### src/rtl/program_loader_pkg.sv
// Shared types and constants for the boot-time instruction-memory loader.
package program_loader_pkg;

  localparam int IMEM_DEPTH = 1024;
  localparam int INSTR_W    = 18;
  localparam int ADDR_W     = 10;
  localparam int CNT_W      = 11;

  localparam logic [1:0] ERR_NONE    = 2'd0;
  localparam logic [1:0] ERR_LEN     = 2'd1;
  localparam logic [1:0] ERR_CSUM    = 2'd2;
  localparam logic [1:0] ERR_TIMEOUT = 2'd3;

  typedef enum logic [3:0] {
    S_IDLE,
    S_LEN_HI,
    S_LEN_LO,
    S_B0,
    S_B1,
    S_B2,
    S_WRITE,
    S_CSUM,
    S_DONE,
    S_ERROR
  } state_e;

  function automatic logic takes_byte(state_e s);
    return (s == S_LEN_HI) || (s == S_LEN_LO) ||
           (s == S_B0) || (s == S_B1) ||
           (s == S_B2) || (s == S_CSUM);
  endfunction

  function automatic logic is_rest(state_e s);
    return (s == S_IDLE) || (s == S_DONE) ||
           (s == S_ERROR);
  endfunction

endpackage

### src/rtl/program_loader.sv
// Frames a byte stream into 18-bit instruction words and writes
// them to instruction memory while holding the CPU in reset.
module program_loader
  import program_loader_pkg::*;
#(
  parameter logic [9:0]  BASE_ADDR = 10'd0,
  parameter int unsigned TIMEOUT   = 65535
) (
  input  logic        clk,
  input  logic        reset,
  input  logic        start,
  input  logic [7:0]  in_data,
  input  logic        in_valid,
  output logic        in_ready,
  output logic        imem_we,
  output logic [9:0]  imem_addr,
  output logic [17:0] imem_wdata,
  output logic        cpu_hold,
  output logic        busy,
  output logic        done,
  output logic        error,
  output logic [1:0]  err_code
);

  localparam logic [31:0] TO_LAST = 32'(TIMEOUT) - 32'd1;
  localparam logic [CNT_W-1:0] MAX_LEN =
    CNT_W'(IMEM_DEPTH);

  state_e               state_q, state_d;
  logic [CNT_W-1:0]     len_q, len_d;
  logic [CNT_W-1:0]     cnt_q, cnt_d;
  logic [7:0]           xor_q, xor_d;
  logic [1:0]           b0_q, b0_d;
  logic [7:0]           b1_q, b1_d;
  logic [ADDR_W-1:0]    addr_q, addr_d;
  logic [INSTR_W-1:0]   wdata_q, wdata_d;
  logic [31:0]          idle_q, idle_d;
  logic                 done_q, done_d;
  logic                 error_q, error_d;
  logic [1:0]           err_q, err_d;

  logic                 ready;
  logic                 fire;
  logic                 idle_last;
  logic [CNT_W-1:0]     n_len;
  logic [CNT_W-1:0]     cnt_inc;

  assign ready     = takes_byte(state_q);
  assign fire      = ready && in_valid;
  assign idle_last = (TIMEOUT != 0) &&
                     (idle_q == TO_LAST);
  assign n_len     = {len_q[10:8], in_data};
  assign cnt_inc   = cnt_q + CNT_W'(1);

  always_comb begin
    state_d = state_q;
    len_d   = len_q;
    cnt_d   = cnt_q;
    xor_d   = xor_q;
    b0_d    = b0_q;
    b1_d    = b1_q;
    addr_d  = addr_q;
    wdata_d = wdata_q;
    idle_d  = '0;
    done_d  = done_q;
    error_d = error_q;
    err_d   = err_q;

    if (ready && !fire) idle_d = idle_q + 32'd1;
    // The checksum byte itself is not folded in.
    if (fire && state_q != S_CSUM)
      xor_d = xor_q ^ in_data;

    unique case (state_q)
      S_IDLE, S_DONE, S_ERROR: begin
        if (start) begin
          state_d = S_LEN_HI;
          done_d  = 1'b0;
          error_d = 1'b0;
          err_d   = ERR_NONE;
          xor_d   = '0;
          cnt_d   = '0;
        end
      end
      S_LEN_HI: begin
        if (fire) begin
          len_d   = {in_data[2:0], 8'h00};
          state_d = S_LEN_LO;
        end
      end
      S_LEN_LO: begin
        if (fire) begin
          len_d = n_len;
          if (n_len == '0) begin
            state_d = S_CSUM;
          end else if (n_len > MAX_LEN) begin
            state_d = S_ERROR;
            error_d = 1'b1;
            err_d   = ERR_LEN;
          end else begin
            state_d = S_B0;
          end
        end
      end
      S_B0: begin
        if (fire) begin
          b0_d    = in_data[1:0];
          state_d = S_B1;
        end
      end
      S_B1: begin
        if (fire) begin
          b1_d    = in_data;
          state_d = S_B2;
        end
      end
      S_B2: begin
        if (fire) begin
          wdata_d = {b0_q, b1_q, in_data};
          addr_d  = BASE_ADDR + cnt_q[ADDR_W-1:0];
          state_d = S_WRITE;
        end
      end
      S_WRITE: begin
        cnt_d   = cnt_inc;
        state_d = (cnt_inc == len_q) ? S_CSUM : S_B0;
      end
      S_CSUM: begin
        if (fire) begin
          if (in_data == xor_q) begin
            state_d = S_DONE;
            done_d  = 1'b1;
          end else begin
            state_d = S_ERROR;
            error_d = 1'b1;
            err_d   = ERR_CSUM;
          end
        end
      end
      default: state_d = S_IDLE;
    endcase

    if (ready && !fire && idle_last) begin
      state_d = S_ERROR;
      error_d = 1'b1;
      err_d   = ERR_TIMEOUT;
      idle_d  = '0;
    end
  end

  always_ff @(posedge clk or posedge reset) begin
    if (reset) begin
      state_q <= S_IDLE;
      len_q   <= '0;
      cnt_q   <= '0;
      xor_q   <= '0;
      b0_q    <= '0;
      b1_q    <= '0;
      addr_q  <= '0;
      wdata_q <= '0;
      idle_q  <= '0;
      done_q  <= 1'b0;
      error_q <= 1'b0;
      err_q   <= ERR_NONE;
    end else begin
      state_q <= state_d;
      len_q   <= len_d;
      cnt_q   <= cnt_d;
      xor_q   <= xor_d;
      b0_q    <= b0_d;
      b1_q    <= b1_d;
      addr_q  <= addr_d;
      wdata_q <= wdata_d;
      idle_q  <= idle_d;
      done_q  <= done_d;
      error_q <= error_d;
      err_q   <= err_d;
    end
  end

  assign in_ready   = ready;
  assign imem_we    = (state_q == S_WRITE);
  assign imem_addr  = addr_q;
  assign imem_wdata = wdata_q;
  assign cpu_hold   = !is_rest(state_q);
  assign busy       = !is_rest(state_q);
  assign done       = done_q;
  assign error      = error_q;
  assign err_code   = err_q;

endmodule

### config.mk
export PLATFORM = sky130hd
export DESIGN_NAME = program_loader
export DESIGN_NICKNAME = d
export VERILOG_FILES = /design/src/rtl/program_loader_pkg.sv /design/src/rtl/program_loader.sv
export SDC_FILE = /design/constraint.sdc
export NUM_CORES = 1
export LEC_CHECK = 0
export BUFFER_PORTS_ARGS = -buffer_cell sky130_fd_sc_hd__buf_2
export CORE_AREA = 2 2 98 100
export DETAILED_ROUTE_END_ITERATION = 8
export DIE_AREA = 0 0 100 102
export PLACE_DENSITY = 0.79
export SYNTH_ARGS = -nofsm -noshare
export SYNTH_HDL_FRONTEND = slang
export SYNTH_SLANG_ARGS = --single-unit
### constraint.sdc
create_clock -name clk -period 5 [get_ports clk]
set_input_delay 1 -clock clk [delete_from_list [all_inputs] [get_ports clk]]
set_output_delay 1 -clock clk [all_outputs]
set_load 0.05 [all_outputs]
==> impl_metrics.toml, run 1 <==
[outcome]
outcome = "finished, final reports clean"

[global_route]
grt_pass1_wl_um = 18800
track_usage_pct = 23.3
grt_pass1_vias = 3855
antenna_found_initial = 1
gr-total-overflow = 0
grt_max_degree = 78

[synth]
synth_nets = 531
async_flop_share_pct = 100
synth_top_family_by_area = "simple AND/OR/NAND/NOR gates"
synthAdderAreaFrac_pct = 0.697
synth_cell_type_count = 58
ys_warn_count = 0
synth.area.top_cells = "dfrtp_1 50%, mux2_2 7.5%, xnor2_1 5.9%"
syn_inst = 516
synthMuxAreaShare_pct = 7.72
synth_area_um2 = 5380
synth_compound_gate_area_share_pct = 9.44
synth_ff_type = "dfrtp_1"
synth_edf_count = 0
synth_xor_area_share_pct = 9.44
synth_largest_area_cell = "dfrtp_1"
yosys.area_share.simple_pct = 19.4
syn_area_per_cell_um2 = 10.4
ys_seq_area_share_pct = 50.2
yosysTopAreaCellShare_pct = 50.2
ys_ff_latch = 108

[worst_setup_path]
critPathLaunchType = "register"
critPathLaunch = "state_q[1]"
crit_fanout = 13
timing.rr.end = "state_q[2]"
reg2reg_from = "state_q[1]"
r2r_cells = 6
worstSetupPathType = "register to output pin"
crit_path_end = "imem_we"
cp-end-kind = "output pin"
cp.required_ns = 4.00
r2r_setup_slack_ns = 2.48
cp.arrival_ns = 2.19

[pwr]
pwr-share-comb_pct = 40.4
p_int_mw = 1.65
power_mw = 2.92
peakVddDrop_mv = 0.302
clkPwrFrac_pct = 17.1
p_switching_mw = 1.27
seqPwrFrac_pct = 42.5
p_per_area_nw_per_um2 = 498
p_leak_nw = 2.58
p_sw_share_pct = 43.5

[die]
core_area_um2 = 9110
die_y_um = 102
placementRows = 35
initial_core_util_pct = 59.1
die_area_um2 = 10200
die_w_um = 100
io_pins = 48

[place]
dp.cells = 655
io_buffers = 47
routabilityCongestion = 0.844
post-dp-hpwl_um = 7910
dpl_cell_area_um2 = 5680
pre_cts_ws_ns = 2.12

[sta]
hold_slack_ns = 0.501
hold_violations = 0
setup_tns_ns = 0
setup_viol = 0
drv_slew = 0
fin_skew_ns = 0.00865
worst_slew_pin_slew_ns = 0.988
rsz0062_at_grt = "no"
fmax_mhz = 313
finalWorstSetupSlack_ns = 1.81
slew_headroom_pct = 34.0
min_period_ns = 3.19
period_share_pct = 63.9

[clock_tree]
cts.sinks = 108
clock_path_buffers = 2
cts-buffers-inserted = 9
ctsResizeCount = 0
clkLatencyLatePin_ns = 0.36
cts_htree_levels = 3
cts_setup_buffers = 0
cts_tree = "built"
ctsHoldBuffers = 0
root_buffer = "clkbuf_8"
clk_pin_slew_worst_paths_ns = 0.10

[drt]
antenna_left = 0
wire_per_inst_um = 16.7
drt-initial-drc-count = 328
dr.pass1.iters = 4
dr_total_vias = 3923
vias_per_cell = 5.85
drt-total-wl_um = 11200
post-route-drc-count = 0

[final_layout]
fillers = 719
postLayoutCoreUtil_pct = 64.4
finalNetCount = 570
final_cell_mix = "108 x dfrtp_1, 57 x nor2_1, 47 x buf_2, 42 x nand2_1"
layout-drive-gt1-share_pct = 22.5
multi_input_area_um2 = 2510
seqCellArea_um2 = 2700
area_growth_pct = 8.88
fin_cells = 671
layout_commonest_cell = "dfrtp_1"
diodes = 0
finish.instance_area_um2 = 5860

[min_path]
hold_class = "register to register"

[flow_run]
cap_violations = 0
==> routing by layer <==
layer | vias up | part of all wire (%) | track usage, %
met2 | 86 | 48 | 38.1
met1 | 1938 | 47 | 33.0
met5 | - | 0.14 | 0
met3 | 14 | 3.9 | 3.28
met4 | 2 | 1.1 | 6.64
li1 | 1883 | - | -
==> power groups by stage <==
| stage | logic, mW | registers (mW) | clock network [mW] |
|---|---|---|---|
| after floorplan | 0.690 | 1.47 | 0 |
| after global placement | 1.15 | 1.24 | 0 |
| after detailed placement | 1.17 | 1.25 | 0 |
| after CTS | 1.18 | 1.24 | 0.515 |
| after global routing | 1.27 | 1.27 | 0.550 |
| final | 1.18 | 1.24 | 0.498 |
==> flip-flops by register name (all words and copies together) (netlist names), 4 cells and up <==
register,count
b1_q,8
cnt_q,11
idle_q,32
imem_addr,10
imem_wdata,18
len_q,11
state_q,4
xor_q,8
==> area by class of cell <==
class	count	area share, %
multi-input combinational	370	42.8
clock buffer	10	2.18
tap	111	2.37
inverter	15	1.00
clock inverter	6	0.982
timing repair buffer	51	4.53
sequential	108	46.1
==> cells by family (layout without fill, tap and decap cells) <==
kind of cell | count (synthesis) | after routing
xor+xnor | 58 | 58
buf+inv | 38 | 82
simple gates | 200 | 200
flops | 108 | 108
fa+ha+maj | 3 | 3
compound gates | 72 | 72
mux | 37 | 37
==> cells in the mapped netlist (all sizes together) (2+ instances only) <==
| master | n |
|---|---|
| or3 | 7 |
| o221ai | 2 |
| xor2 | 22 |
| or4 | 3 |
| and4 | 5 |
| ha | 3 |
| nor3 | 16 |
| nand4 | 16 |
| dfrtp | 108 |
| nor2 | 60 |
| nor4 | 8 |
| mux2 | 36 |
| a211oi | 2 |
| a31o | 2 |
| and3 | 2 |
| xnor2 | 36 |
| a31oi | 2 |
| a22o | 9 |
| o311ai | 4 |
| inv | 14 |
| o21ai | 28 |
| nor3b | 3 |
| nor2b | 9 |
| a21oi | 9 |
| nand2 | 42 |
| clkbuf | 13 |
| a2111oi | 2 |
| nand3 | 21 |
| o211ai | 5 |
| o31ai | 2 |
| or2 | 3 |
| buf | 10 |
==> how the worst min path moves through the flow <==
| stage | startpoint | to | slack, ns | depth (start not counted) |
|---|---|---|---|---|
| floorplan | cnt_q[10] | cnt_q[10] | 0.47 | 1 |
| global placement | imem_addr[5] | imem_addr[5] | 0.46 | 2 |
| detailed placement | imem_addr[4] | imem_addr[4] | 0.49 | 2 |
| CTS | imem_addr[4] | imem_addr[4] | 0.51 | 2 |
| global route | imem_wdata[12] | imem_wdata[12] | 0.53 | 1 |
| finish | imem_addr[5] | imem_addr[5] | 0.50 | 2 |
==> critical path: stages, from the launching register on <==
cell and delay [ns]:
dfrtp_1 0.60, nor2b_1 0.34, nand2_1 0.31, clkinv_1 0.28, buf_2 0.31
Power figures use the tool's default switching activity.
==> inputs of run 2 (changes only) <==
Clock period 5 ns to 3.2 ns, I/O delays scaled along.
==> impl_metrics.toml, run 2 (synthesized netlist as in run 1, its figures left out) <==
[global_route]
grt_pass1_wl_um = 18500
antenna_found_initial = 0
grt_max_degree = 48
track_usage_pct = 23.2
grt_pass1_vias = 3753
gr-total-overflow = 0

[sta]
setup_viol = 0
hold_violations = 0
period_share_pct = 88.4
hold_slack_ns = 0.349
fin_skew_ns = 0.0128
slew_headroom_pct = 51.1
rsz0062_at_grt = "no"
fmax_mhz = 354
worst_slew_pin_slew_ns = 0.727
finalWorstSetupSlack_ns = 0.371
drv_slew = 0
min_period_ns = 2.83
setup_tns_ns = 0

[final_layout]
diodes = 0
fillers = 743
top_register = "idle_q"
layout-drive-gt1-share_pct = 23.1
layout_commonest_cell = "dfrtp_1"
finalNetCount = 573
finish.instance_area_um2 = 5920
postLayoutCoreUtil_pct = 65.0
largest_reg_flops = 32
final_cell_mix = "108 x dfrtp_1, 57 x nor2_1, 47 x buf_2, 42 x nand2_1"
area_growth_pct = 9.90
fin_cells = 674

[worst_setup_path]
path_delay_family = "simple AND/OR/NAND/NOR gates"
crit_fanout = 13
slowest_delay_ns = 0.57
worstSetupPathType = "register to output pin"
critPathBufInv = 2
critPathLaunchType = "register"
r2r_setup_slack_ns = 0.84
reg2reg_from = "state_q[1]"
cp-end-kind = "output pin"
timing.rr.end = "state_q[2]"
cp.required_ns = 2.56
cpMaxStageDelayCell = "dfrtp_1"
crit_path_cell_trace = "nor2b_1 > nand2_1 > clkinv_1 > buf_2"
cp.arrival_ns = 2.19
r2r_cells = 6

[die]
placementRows = 35
die_y_um = 102
die_area_um2 = 10200
io_pins = 48
initial_core_util_pct = 59.1
core_area_um2 = 9110
die_w_um = 100

[clock_tree]
cts_htree_levels = 3
clk_pin_slew_worst_paths_ns = 0.11
cts.sinks = 108
cts_tree = "built"
cts_setup_buffers = 0
root_buffer = "clkbuf_8"
clkLatencyLatePin_ns = 0.37
clock_path_buffers = 2
ctsHoldBuffers = 0
cts-buffers-inserted = 9
ctsResizeCount = 0

[place]
io_buffers = 47
dpl_cell_area_um2 = 5710
post-dp-hpwl_um = 8090
pre_cts_ws_ns = 0.824
routabilityCongestion = 0.956
dp.cells = 658

[pwr]
seqPwrFrac_pct = 42.1
power_mw = 4.62
p_leak_nw = 2.60
p_sw_share_pct = 43.7
p_per_area_nw_per_um2 = 781
clkPwrFrac_pct = 17.9
peakVddDrop_mv = 0.437
p_int_mw = 2.60
pwr-share-comb_pct = 40.1
p_switching_mw = 2.02

[flow_run]
cap_violations = 0

[drt]
wire_per_inst_um = 16.7
vias_per_cell = 5.92
dr.pass1.iters = 5
drt-total-wl_um = 11300
dr_total_vias = 3989
drt-initial-drc-count = 254
post-route-drc-count = 0
antenna_left = 0

[min_path]
hold_class = "primary input to async pin"

[outcome]
outcome = "finished, final reports clean"
## run 2: how the worst max path moves through the flow
stage	start	endpoint	slack [ns]	cells past startpoint
2_1_floorplan	in_data[1]	err_code[1]	1.00	6
3_3_place_gp	state_q[1]	imem_we	0.89	4
3_5_place_dp	state_q[1]	imem_we	0.82	4
4_1_cts	state_q[1]	imem_we	0.40	4
5_1_grt	state_q[1]	imem_we	0.25	4
6_report	state_q[1]	imem_we	0.37	4
## run 2: final cells by class
type / instances / area (µm²) / area share, %
flip-flops and latches: 108 / 2700 / 45.7
multi-input cells: 370 / 2510 / 42.4
repair buffers: 54 / 300 / 5.08
well taps: 111 / 139 / 2.35
clock buffers: 9 / 124 / 2.09
clock inverters: 7 / 80.1 / 1.35
inverters: 15 / 60.1 / 1.02
## run 2: power by group through the flow
stage	clock network, mW	registers (mW)	logic, mW
2_1_floorplan	0	2.30	1.08
3_3_place_gp	0	1.95	1.81
3_5_place_dp	0	1.97	1.85
4_1_cts	0.851	1.94	1.86
5_1_grt	0.902	1.99	1.99
6_report	0.826	1.95	1.85
## run 2: metal layers
metal	global-route usage (%)	routed length (µm)	share of wire [%]	vias to the layer above
met5	0	0	0	-
met4	8.01	195	1.7	0
met3	4.51	498	4.4	17
met2	36.6	5360	48	116
met1	32.6	5210	46	1966
li1	-	-	-	1890
